### src/rtl/kl8e_iot_ctrl.sv
// kl8e_iot_ctrl: console keyboard/teleprinter IOT decode, flags, receive buffer and transmit hand-off
module kl8e_iot_ctrl #(
    parameter logic [3:0] F0      = 4'd0,
    parameter logic [3:0] F1      = 4'd1,
    parameter logic [3:0] F2      = 4'd2,
    parameter logic [3:0] F3      = 4'd3,
    parameter logic [5:0] KBD_DEV = 6'o03,
    parameter logic [5:0] TTY_DEV = 6'o04
) (
    input  logic        clk,
    input  logic        reset,
    input  logic [0:11] instruction,
    input  logic [3:0]  state,
    input  logic [0:11] ac,
    input  logic        rx_valid,
    input  logic [7:0]  rx_data,
    input  logic        tx_busy,
    input  logic        tx_done,
    output logic        tx_load,
    output logic [7:0]  tx_data,
    output logic [0:11] serial_bus,
    output logic        clear_ac,
    output logic        skip,
    output logic        interrupt,
    output logic        overrun
);
    localparam logic [1:0] IDLE = 2'd0;
    localparam logic [1:0] SEND = 2'd1;
    localparam logic [1:0] WAIT = 2'd2;

    logic [5:0] dev;
    logic [2:0] fn;
    logic       iot_op, kbd_iot, tty_iot;
    logic       kcf, ksf, kcc, krs, kie, krb;
    logic       spf, tsf, tcf, tpc, tsk, tls;
    logic       xmit;
    logic [7:0] xbyte;
    logic       kbd_flag, tty_flag, ie, pend;
    logic [7:0] rx_buf, pend_byte;
    logic [1:0] seq;
    logic       nxt_skip, nxt_clear;
    logic [0:11] nxt_bus;
    logic       unused_ok;

    assign dev     = instruction[3:8];
    assign fn      = instruction[9:11];
    assign iot_op  = (state == F1) && (instruction[0:2] == 3'o6);
    assign kbd_iot = iot_op && (dev == KBD_DEV);
    assign tty_iot = iot_op && (dev == TTY_DEV);

    assign kcf = kbd_iot && (fn == 3'd0);
    assign ksf = kbd_iot && (fn == 3'd1);
    assign kcc = kbd_iot && (fn == 3'd2);
    assign krs = kbd_iot && (fn == 3'd4);
    assign kie = kbd_iot && (fn == 3'd5);
    assign krb = kbd_iot && (fn == 3'd6);
    assign spf = tty_iot && (fn == 3'd0);
    assign tsf = tty_iot && (fn == 3'd1);
    assign tcf = tty_iot && (fn == 3'd2);
    assign tpc = tty_iot && (fn == 3'd4);
    assign tsk = tty_iot && (fn == 3'd5);
    assign tls = tty_iot && (fn == 3'd6);

    assign xmit  = tpc | tls;
    assign xbyte = ac[4:11];

    // Skip tests use the flag values present before this edge's updates.
    assign nxt_skip  = (ksf & kbd_flag) | (tsf & tty_flag) | (tsk & (tty_flag | kbd_flag));
    assign nxt_clear = kcc | krb;
    assign nxt_bus   = (krs | krb) ? {4'b0, rx_buf} : 12'b0;

    // High accumulator bits and the F2/F3 codes have no role in this device.
    assign unused_ok = ^{ac[0:3], F2, F3};

    // CPU-facing results latch on the IOT clock and drop when the next F0 begins.
    always_ff @(posedge clk) begin
        if (reset) begin
            skip       <= 1'b0;
            clear_ac   <= 1'b0;
            serial_bus <= 12'b0;
        end else if (kbd_iot | tty_iot) begin
            skip       <= nxt_skip;
            clear_ac   <= nxt_clear;
            serial_bus <= nxt_bus;
        end else if (state == F0) begin
            skip       <= 1'b0;
            clear_ac   <= 1'b0;
            serial_bus <= 12'b0;
        end
    end

    // Device flags, interrupt enable and receive status; hardware sets win over IOT clears.
    always_ff @(posedge clk) begin
        if (reset) begin
            kbd_flag  <= 1'b0;
            tty_flag  <= 1'b0;
            ie        <= 1'b1;
            overrun   <= 1'b0;
            rx_buf    <= 8'h00;
            interrupt <= 1'b0;
        end else begin
            kbd_flag  <= rx_valid | (kbd_flag & ~(kcf | kcc | krb));
            tty_flag  <= tx_done | spf | (tty_flag & ~(tcf | tls));
            ie        <= kie ? ac[11] : ie;
            overrun   <= (rx_valid & kbd_flag) | (overrun & ~(kcc | krb));
            rx_buf    <= rx_valid ? rx_data : rx_buf;
            interrupt <= ie & (kbd_flag | tty_flag);
        end
    end

    // Transmit hand-off: load directly when the UART is free, otherwise park one byte (last wins).
    always_ff @(posedge clk) begin
        if (reset) begin
            seq       <= IDLE;
            pend      <= 1'b0;
            pend_byte <= 8'h00;
            tx_load   <= 1'b0;
            tx_data   <= 8'h00;
        end else begin
            tx_load <= 1'b0;
            if (seq == IDLE) begin
                if (xmit && !tx_busy) begin
                    tx_data <= xbyte;
                    tx_load <= 1'b1;
                    seq     <= SEND;
                end else if (xmit) begin
                    pend_byte <= xbyte;
                    pend      <= 1'b1;
                    seq       <= WAIT;
                end
            end else if (seq == SEND) begin
                seq <= xmit ? WAIT : IDLE;
                if (xmit) begin
                    pend_byte <= xbyte;
                    pend      <= 1'b1;
                end
            end else begin
                if (xmit)
                    pend_byte <= xbyte;
                if (pend && !tx_busy) begin
                    tx_data <= xmit ? xbyte : pend_byte;
                    tx_load <= 1'b1;
                    pend    <= 1'b0;
                    seq     <= SEND;
                end
            end
        end
    end
endmodule

### config.mk
export PLATFORM = sky130hd
export DESIGN_NAME = kl8e_iot_ctrl
export DESIGN_NICKNAME = d
export VERILOG_FILES = /design/src/rtl/kl8e_iot_ctrl.sv
export SDC_FILE = /design/constraint.sdc
export NUM_CORES = 1
export LEC_CHECK = 0
export BUFFER_PORTS_ARGS = -buffer_cell sky130_fd_sc_hd__buf_2
export CORE_MARGIN = 8
export CORE_UTILIZATION = 30
export DETAILED_ROUTE_END_ITERATION = 10
export HOLD_SLACK_MARGIN = 0.02
export RECOVER_POWER = 100
export SLEW_MARGIN = 0
export SYNTH_ARGS = -nofsm -noshare
export SYNTH_HDL_FRONTEND = slang
export SYNTH_SLANG_ARGS = --single-unit
### constraint.sdc
create_clock -name clk -period 1.7 [get_ports clk]
set_input_delay 0.255 -clock clk [delete_from_list [all_inputs] [get_ports clk]]
set_output_delay 0.255 -clock clk [all_outputs]
set_load 0.005 [all_outputs]
# Yosys cells after proc, flatten, opt, wreduce, memory -nomap -nowiden
# Cells that the tools add are included.
[op_classes]
eq_ne = 14
n_mux = 28
bitwise_logic = 25
reduce_logical = 27
[ops]
columns = ["operator", "count"]
rows = [
  ["8-bit 2-to-1 mux", 8],
  ["12-bit 2-to-1 mux", 2],
  ["1-bit logical AND", 17],
  ["1-bit OR", 14],
  ["3-bit equality test (second input constant)", 4],
  ["1-bit 2-to-1 mux", 12],
  ["2-bit 2-to-1 mux", 6],
  ["1-bit bitwise AND", 8],
  ["6-bit by 2-bit equality test with 1-bit output (second input constant)", 1],
  ["6-bit by 3-bit equality test with 1-bit output (second input constant)", 1],
  ["4-bit by 1-bit equality test with 1-bit output (second input constant)", 1],
  ["4-bit zero test", 1],
  ["2-bit != test (second input constant)", 2],
  ["2-bit AND reduction", 2],
  ["2-bit nonzero test", 2],
  ["3-bit by 1-bit equality test with 1-bit output (second input constant)", 1],
  ["3-bit by 2-bit equality test with 1-bit output (second input constant)", 1],
  ["3-bit zero test", 1],
  ["3-bit by 2-bit != test with 1-bit output (second input constant)", 1],
  ["1-bit NOT", 3],
  ["3-bit AND reduction", 1],
  ["3-bit nonzero test", 1],
  ["2-bit by 1-bit equality test with 1-bit output (second input constant)", 1],
  ["2-bit zero test", 1],
  ["2 further kinds", 2],
]
[word_totals]
reg_bits = 47
inputBits = 41
output_inout_bits = 25
wordCells = 108

# Logic depth before layout (Yosys ltp)
# Gate-level depths: netlist (run 1).
[logic_depth]
ltp_word = 9
ltp_mapped = 7
ltp_nobuf = 5

# Least setup slack after synthesis (run 1)
# No wires, ideal clock.
[synth_timing]
kind = "input-to-reg"
startpoint = "input port instruction[5] (netlist bit)"
endpoint = "register serial_bus[10] (netlist bit)"
setup_time_ns = 0.117
arrival_ns = 1.388
required_ns = 1.583
setup_slack_ns = 0.195
cell_stages = 6
path_buffers = 1
path_cell_list = "nor4b_2 -> o211ai_1 -> a21bo_2 -> nor2b_1 -> buf_2 -> a22o_1"
[synth_via]
elab_chain_cells = 6
word_cells_on_any_way = 11
cone_classes = "eq/ne: 2; mux: 2; bitwise: 2; reduce/logical: 5"
[synth_rtl]
columns = ["item", "line", "text"]
rows = [
  ["from (decl)", "12", "input logic [0:11] instruction,"],
  ["6-bit by 2-bit equality test with 1-bit output", "48", "assign kbd_iot = iot_op && (dev == KBD_DEV);"],
  ["1-bit logical AND", "48", ""],
  ["1-bit logical AND (on tied branches)", "54, 56", ""],
  ["1-bit OR", "70", "assign nxt_bus = (krs | krb) ? {4'b0, rx_buf} : 12'b0;"],
  ["8-bit 2-to-1 mux", "70", ""],
  ["12-bit 2-to-1 mux", "81", "end else if (kbd_iot | tty_iot) begin"],
  ["to (signal assigned)", "84", "serial_bus <= nxt_bus;"],
  ["to (decl)", "21", "output logic [0:11] serial_bus,"],
]
# Several ways; a longest one is shown, not always the timed one.
# A chain may end at the register's enable or synchronous reset.

# Final worst setup path (run 1)
[layout_timing]
startpoint = "input port instruction[5] (netlist bit)"
endpoint = "register tx_data[0]"
[layout_via]
elab_chain_cells = 8
word_cells_on_any_way = 12
cone_classes = "eq/ne: 2; mux: 4; bitwise: 1; reduce/logical: 5"
[layout_rtl]
columns = ["item", "line", "text"]
rows = [
  ["6-bit by 3-bit equality test with 1-bit output *", "49", "assign tty_iot = iot_op && (dev == TTY_DEV);"],
  ["1-bit logical AND *", "49", ""],
  ["1-bit logical AND (on tied branches)", "60, 62", ""],
  ["1-bit OR *", "64", "assign xmit = tpc | tls;"],
  ["8-bit 2-to-1 mux", "-", ""],
  ["8-bit 2-to-1 mux", "140", "if (pend && !tx_busy) begin"],
  ["8-bit 2-to-1 mux", "131", "end else if (seq == SEND) begin"],
  ["8-bit 2-to-1 mux", "121", "if (seq == IDLE) begin"],
  ["to (signal assigned)", "123", "tx_data <= xbyte;"],
  ["to (signal assigned)", "141", "tx_data <= xmit ? xbyte : pend_byte;"],
  ["to (decl)", "20", "output logic [7:0] tx_data,"],
]
# Every way passes the cells marked *; elsewhere a longest branch is shown, timed or not. The select of a mux whose other input is x is not followed.

==> results of run 1 <==
## cell families after synthesis
logic type,after synthesis
AO/OA/AOI/OAI,34
multiplexers,26
flip-flops,43
other,1
AND/OR/NAND/NOR,59
buffers and inverters,16
## layout make-up
| type | instances | share of cell area (%) |
|---|---|---|
| multi-input combinational | 123 | 36.8 |
| sequential | 43 | 36.7 |
| timing repair buffer | 74 | 17.3 |
| clock buffer | 7 | 4.11 |
| tap | 75 | 4.00 |
| inverter | 5 | 0.800 |
| clock inverter | 1 | 0.320 |
## cell usage after synthesis, drive strengths merged
cell type,count,area [µm²]
nor2b,2,12.5
o211ai,1,7.51
nand4b,2,17.5
dfxtp,43,861
a32oi,1,8.76
and2b,1,7.51
conb,1,3.75
buf,7,47.6
a221oi,1,8.76
a31o,1,8.76
a22o,8,70.1
a211o,1,17.5
and3,1,6.26
nand4,1,6.26
nor2,24,92.6
nand3b,1,7.51
nand2,14,55.1
clkbuf,4,25.0
a211oi,1,7.51
mux2i,26,260
nand2b,1,6.26
nor4b,3,62.6
a21bo,1,10.0
a21oi,5,25.0
inv,5,18.8
o2111a,1,11.3
o2bb2ai,1,8.76
nor3,3,26.3
and4,1,11.3
nor3b,2,15.0
o22ai,1,6.26
nand3,1,5.00
and3b,2,18.8
o21ai,11,55.1
## how the worst max path moves through the flow
stage | end | slack (ns)
finish | tx_data[0] | 0.10
global route | tx_data[0] | 0.03
CTS | serial_bus[6] | 0.20
detailed placement | tx_data[0] | -0.28
global placement | tx_data[4] | -0.23
floorplan | serial_bus[10] | 0.19
## repair_timing
action                                  4_1_cts  5_1_grt
endpoints found under the hold margin         0        0
gates resized for setup                       1        0
endpoints found under the setup margin        3        0
## metal layers
layer,GRT usage (%),routed length [µm]
met1,11.0,1880
met4,3.17,30
met2,16.5,2040
met5,0,0
met3,4.48,372
## critical path: cells and delay by family
family                 cells  cell delay (ns)
AO/OA/AOI/OAI              2             0.60
AND/OR/NAND/NOR            3             0.73
buffers and inverters      2             0.22
## sequential cells by signal, indices dropped and copies added, names as in the netlist, 2 cells and up
register	cells
pend_byte	8
rx_buf	8
seq	2
serial_bus	8
tx_data	8
## per-stage QoR
stage / instance area [µm²] / utilization [%] / cells / setup TNS [ns] / power, mW
floorplan: 1820 / - / 182 / 0 / 1.14
global placement: 2270 / 38.6 / 320 / -2.72 / 1.22
detailed placement: 2270 / 38.6 / 320 / -2.77 / 1.22
CTS: 2380 / 40.4 / 328 / 0 / 1.94
global route: 2340 / 39.8 / 328 / 0 / 2.01
finish: 2340 / 39.8 / 328 / 0 / 1.91
## power by group
| group | switching [mW] | total, mW | internal (mW) | leakage, nW |
|---|---|---|---|---|
| registers | 0.00958 | 1.03 | 1.02 | 0.349 |
| clock network | 0.350 | 0.719 | 0.370 | 0.0505 |
| logic | 0.0790 | 0.157 | 0.0782 | 0.664 |
## cells in the final DEF (no fill, tap or decap), types with 2 or more instances in the layout
cell type and count:
a21oi_1 5, a22o_1 8, buf_2 41, buf_4 15
clkbuf_1 16, clkbuf_8 7, conb_1 4, dfxtp_1 43
inv_1 5, mux2i_1 26, nand2_1 13, nand4b_1 2
nor2_1 23, nor2b_1 2, nor3_1 2, nor3b_1 2
nor4b_4 2, o21ai_0 3, o21ai_1 8
==> summary.md, run 1 <==
| Metric | Value |
|---|---|
| Avg Vias per Cell | 4.58 |
| CP endpoint kind | flop |
| Kind of critical path | in -> reg |
| Worst Hold Class | in -> reg |
| Worst hold stages | 3 |
| Layout cell share with drive strength beyond 1 | 30.0% |
| Outcome | finished, final reports clean |
| Site Rows | 28 |
| CP required | 1.92 ns |
| Worst EP arrival | 1.82 ns |
| Reg-to-Reg Start | seq[0] |
| Post-synthesis cell type count | 42 |
| CTS tree | yes |
| Port Buffer Count | 57 |
| CTS sink count | 43 |
| Placer Congestion | 0.844 |
| Final setup violation count | 0 |
| Critical path's largest stage delay | 0.42 ns |
| Worst R2R Path Depth | 5 |
| Pleak | 1.06 nW |
| Area of the multi-input gates | 862 µm² |
| Fillers | 613 |
| Post-synthesis mux area share | 14.4% |
| Number of diodes | 0 |
| Core Area | 0.00589 mm² |
| Syn Inst Count | 179 |
| Reg2Reg Capture Point | pend_byte[4] |
| Initial antenna violation count | 0 |
| Synthesized area | 0.00181 mm² |
| Top-Level Pins | 66 |
| Final Cycle Share | 93.9% |
| Compound-Gate Fraction of Synth Area | 13.5% |
| Max cap viols | 0 |
| Largest family of logic cells by synthesized area | simple AND/OR/NAND/NOR gates |
| Sequential-to-total area share from yosys stat | 47.5% |
| Final layout net count | 293 |
| Critical Path, Cell by Cell | buf_2, nor4b_1, and4_4, buf_4, nand2_2, a211o_1, o21ai_1 |
| Hold bufs inserted after CTS | 0 |
| Final worst slack | 0.104 ns |
| Routed via count | 1502 |
| DP Wirelength | 3210 µm |
| Slew HR | 55.2% |
| Total GRT Usage | 9.91% |
| Yosys warns | 0 |
| CTS root buffer | clkbuf_8 |
| Die W | 93.7 µm |
| RSZ-0062 raised after global routing | false |
| Drt pass-1 iters | 4 |
| Min cycle time layout | 1.60 ns |
| Crit Path Max Fanout | 9 |
| Max VDD drop | 0.407 mV |
| #FFs+latches synth | 43 |
| Register area | 861 µm² |
| Pre-CTS setup slack | -0.278 ns |
| Hold Path End | tty_flag |
| Initial drt markers | 28 |
| Routed Antenna Nets | 0 |
| Total CTS buffers | 5 |
| Clock latency on the worst-skew pair | 0.29 ns |
| Avg Cell Area, Syn | 10.1 µm² |
| Final Hold Viols | 0 |
| Syn-to-layout area delta | 29.4% |
| Clk_skew | 0.00246 ns |
| Worst slew pin tran | 0.672 ns |
| First-pass GRT wire length | 6950 µm |
| Fmax | 627 MHz |
| Clk buf depth | 2 |
| Drt wl/cell | 13.2 µm |
| Vias in the first global route | 1499 |
| Initial Util | 30.8% |
| R2R Setup Slk | 0.22 ns |
| Slowest cell on crit path | a211o_1 |
| Simple-gate portion of the synthesized area | 19.3% |
| CTS clock-pin slew for the worst setup and hold paths | 0.08 ns |
| Crit path from | instruction[5] |
| Synth Area in Adders | 0% |
| PwrDens | 815 mW/mm² |
| Synth Area in XOR/XNOR | 0% |
| Largest net degree at the start of global routing | 30 |
| Final WL | 4330 µm |
| Grt ovf | 0 |
| Final Max Slew Viols | 0 |
| Die area | 0.00878 mm² |
| Hold Crit Start | tx_done |
| H-tree depth | 2 |
| Crit start category | input pin |
| Hold WS | 0.188 ns |
| Die height | 93.7 µm |
| DRC | 0 |
| Post-CTS Setup Inserts | 0 |
Note: power is estimated with default switching activity, not from simulation.
==> run 2: changes to the inputs <==
--- a/config.mk
+++ b/config.mk
@@ -10,8 +10,9 @@
 export CORE_UTILIZATION = 30
 export DETAILED_ROUTE_END_ITERATION = 10
 export HOLD_SLACK_MARGIN = 0.02
+export PLACE_DENSITY_LB_ADDON = 0.12
 export RECOVER_POWER = 100
-export SLEW_MARGIN = 0
+export SLEW_MARGIN = 20
 export SYNTH_ARGS = -nofsm -noshare
 export SYNTH_HDL_FRONTEND = slang
 export SYNTH_SLANG_ARGS = --single-unit
==> run 2 against run 1 <==
Die area is the same. First-iteration DRC count is 11% higher. Register-to-register slack improved by 0.05 ns. Clock skew grew 0.0038 ns.
==> summary.md, run 2 (same netlist as run 1, synthesis figures left out) <==
| Metric | Value |
|---|---|
| Initial antenna violation count | 0 (unchanged) |
| Initial drt markers | 31 (+11%) |
| First-pass GRT wire length | 7180 µm (+3.4%) |
| Clock latency on the worst-skew pair | 0.29 ns (about the same) |
| Avg Vias per Cell | 4.53 (-1.1%) |
| Total CTS buffers | 5 (unchanged) |
| Final Cycle Share | 91.1% (-2.8 points) |
| M1 GR Usage | 11.7% (+0.73 points) |
| Final Max Slew Viols | 0 (unchanged) |
| PwrDens | 831 mW/mm² (+2.0%) |
| Vias in the first global route | 1519 (+1.3%) |
| Final WL | 4280 µm (-0.99%) |
| CTS clock-pin slew for the worst setup and hold paths | 0.09 ns (about the same) |
| Clk_skew | 0.00623 ns (+0.00377 ns) |
| Most common cell after layout, fill and taps aside | dfxtp_1 |
| Critical Path Sink | serial_bus[6] |
| Outcome | finished, final reports clean |
| Final worst slack | 0.152 ns (+0.0476 ns) |
| CP endpoint kind | flop |
| H-tree depth | 2 (unchanged) |
| Largest net degree at the start of global routing | 30 (unchanged) |
| Drt wl/cell | 12.9 µm (-2.2%) |
| Worst EP arrival | 1.79 ns (-0.03 ns) |
| Final layout net count | 297 (+1.4%) |
| Max VDD drop | 0.452 mV (+11%) |
| CP required | 1.94 ns (+0.02 ns) |
| Kind of critical path | in -> reg |
| Most frequent cells in the layout | dfxtp_1, buf_2, mux2i_1 |
| Gr busiest metal | met2 |
| CTS root buffer | clkbuf_8 |
| Routed via count | 1504 (+0.13%) |
| DRC | 0 (unchanged) |
| R2R Setup Slk | 0.27 ns (+0.05 ns) |
| Crit path from | instruction[8] |
| Site Rows | 28 (unchanged) |
| Layout cell share with drive strength beyond 1 | 30.0% (-0.078 points) |
| Pleak | 1.07 nW (+1.0%) |
| Total GRT Usage | 10.1% (+0.24 points) |
| Min cycle time layout | 1.55 ns (-0.0476 ns) |
| Worst Hold Class | in -> reg |
| Die area | 0.00878 mm² (unchanged) |
| Clk buf depth | 2 (unchanged) |
| Placer Congestion | 0.751 (-11%) |
| Reg2Reg Capture Point | tx_data[0] |
| Initial Util | 30.8% (unchanged) |
| Setup TNS | 0 ns (unchanged) |
| Crit start category | input pin |
| Syn-to-layout area delta | 31.5% |
| Slew HR | 55.4% (+0.26 points) |
| Post-cts sizing count | 0 (-1) |
| Die W | 93.7 µm (unchanged) |
| RSZ-0062 raised after global routing | false |
| CTS sink count | 43 (unchanged) |
| Grt ovf | 0 (unchanged) |
| Grt met3 use | 3.68% (-0.80 points) |
| Fmax | 646 MHz (+3.1%) |
| Top-Level Pins | 66 (unchanged) |
| Post-CTS Setup Inserts | 0 (unchanged) |
| Worst slew pin tran | 0.668 ns (-0.00388 ns) |
| CTS tree | yes |
| Hold WS | 0.183 ns (-0.00484 ns) |
| Worst R2R Path Depth | 5 (unchanged) |
| Max cap viols | 0 (unchanged) |
| Reg-to-Reg Start | seq[1] |
| Routed Antenna Nets | 0 (unchanged) |
| Die height | 93.7 µm (unchanged) |
| GR Util met2 | 17.0% (+0.53 points) |
| Port Buffer Count | 57 (unchanged) |
| Core Area | 0.00589 mm² (unchanged) |
| Pre-CTS setup slack | -0.189 ns (+0.0890 ns) |
| Final setup violation count | 0 (unchanged) |
| Hold bufs inserted after CTS | 0 (unchanged) |
| DP Wirelength | 3270 µm (+1.8%) |
| Crit Path Max Fanout | 8 (-1) |
| Final Hold Viols | 0 (unchanged) |
| Drt pass-1 iters | 6 (+2) |
| Number of diodes | 0 (unchanged) |
-- run 2: critical path, cell delays in order --
cell	delay (ns)
clkbuf_1	0.11
clkbuf_4	0.14
and3b_1	0.17
o211ai_1	0.18
a21bo_2	0.17
nor2b_1	0.52
a22o_1	0.24
-- run 2: per-layer routing --
layer	up-vias	routed length, µm
li1	778	-
met1	688	1900
met2	33	2060
met3	5	284
met4	0	34
met5	-	0
-- run 2: layout make-up --
class                   count  area, µm²
fillers                   625       3500
multi-input cells         123        871
flip-flops and latches     43        861
repair buffers             78        425
well taps                  75       93.8
clock buffers               5       68.8
clock inverters             3       43.8
inverters                   5       18.8
-- run 2: through the flow --
step / cells / utilization [%] / area [µm²] / power (mW)
after global placement: 323 / 38.9 / 2290 / 1.22
final: 332 / 40.5 / 2380 / 1.98
after floorplan: 182 / - / 1820 / 1.14
after global routing: 332 / 40.5 / 2380 / 2.08
after detailed placement: 324 / 39.0 / 2300 / 1.22
after CTS: 332 / 40.9 / 2410 / 2.03
-- run 2: worst min path at each step --
stage                    start    endpoint  slack [ns]  cells after the start
detailed placement  tx_data[2]  tx_data[2]        0.44                      2
global placement    tx_data[0]  tx_data[0]        0.43                      2
finish                 tx_done    tty_flag        0.18                      3
global route           tx_done    tty_flag        0.20                      3
CTS                    tx_done    tty_flag        0.18                      3
floorplan              tx_done    tty_flag        0.37                      2
-- run 2: where the power goes --
part           leakage, nW  switching (mW)  internal (mW)  total (mW)
clock network       0.0581           0.348          0.437       0.785
registers            0.349         0.00936           1.02        1.03
logic                0.667          0.0800         0.0804       0.160
total                 1.07           0.437           1.54        1.98
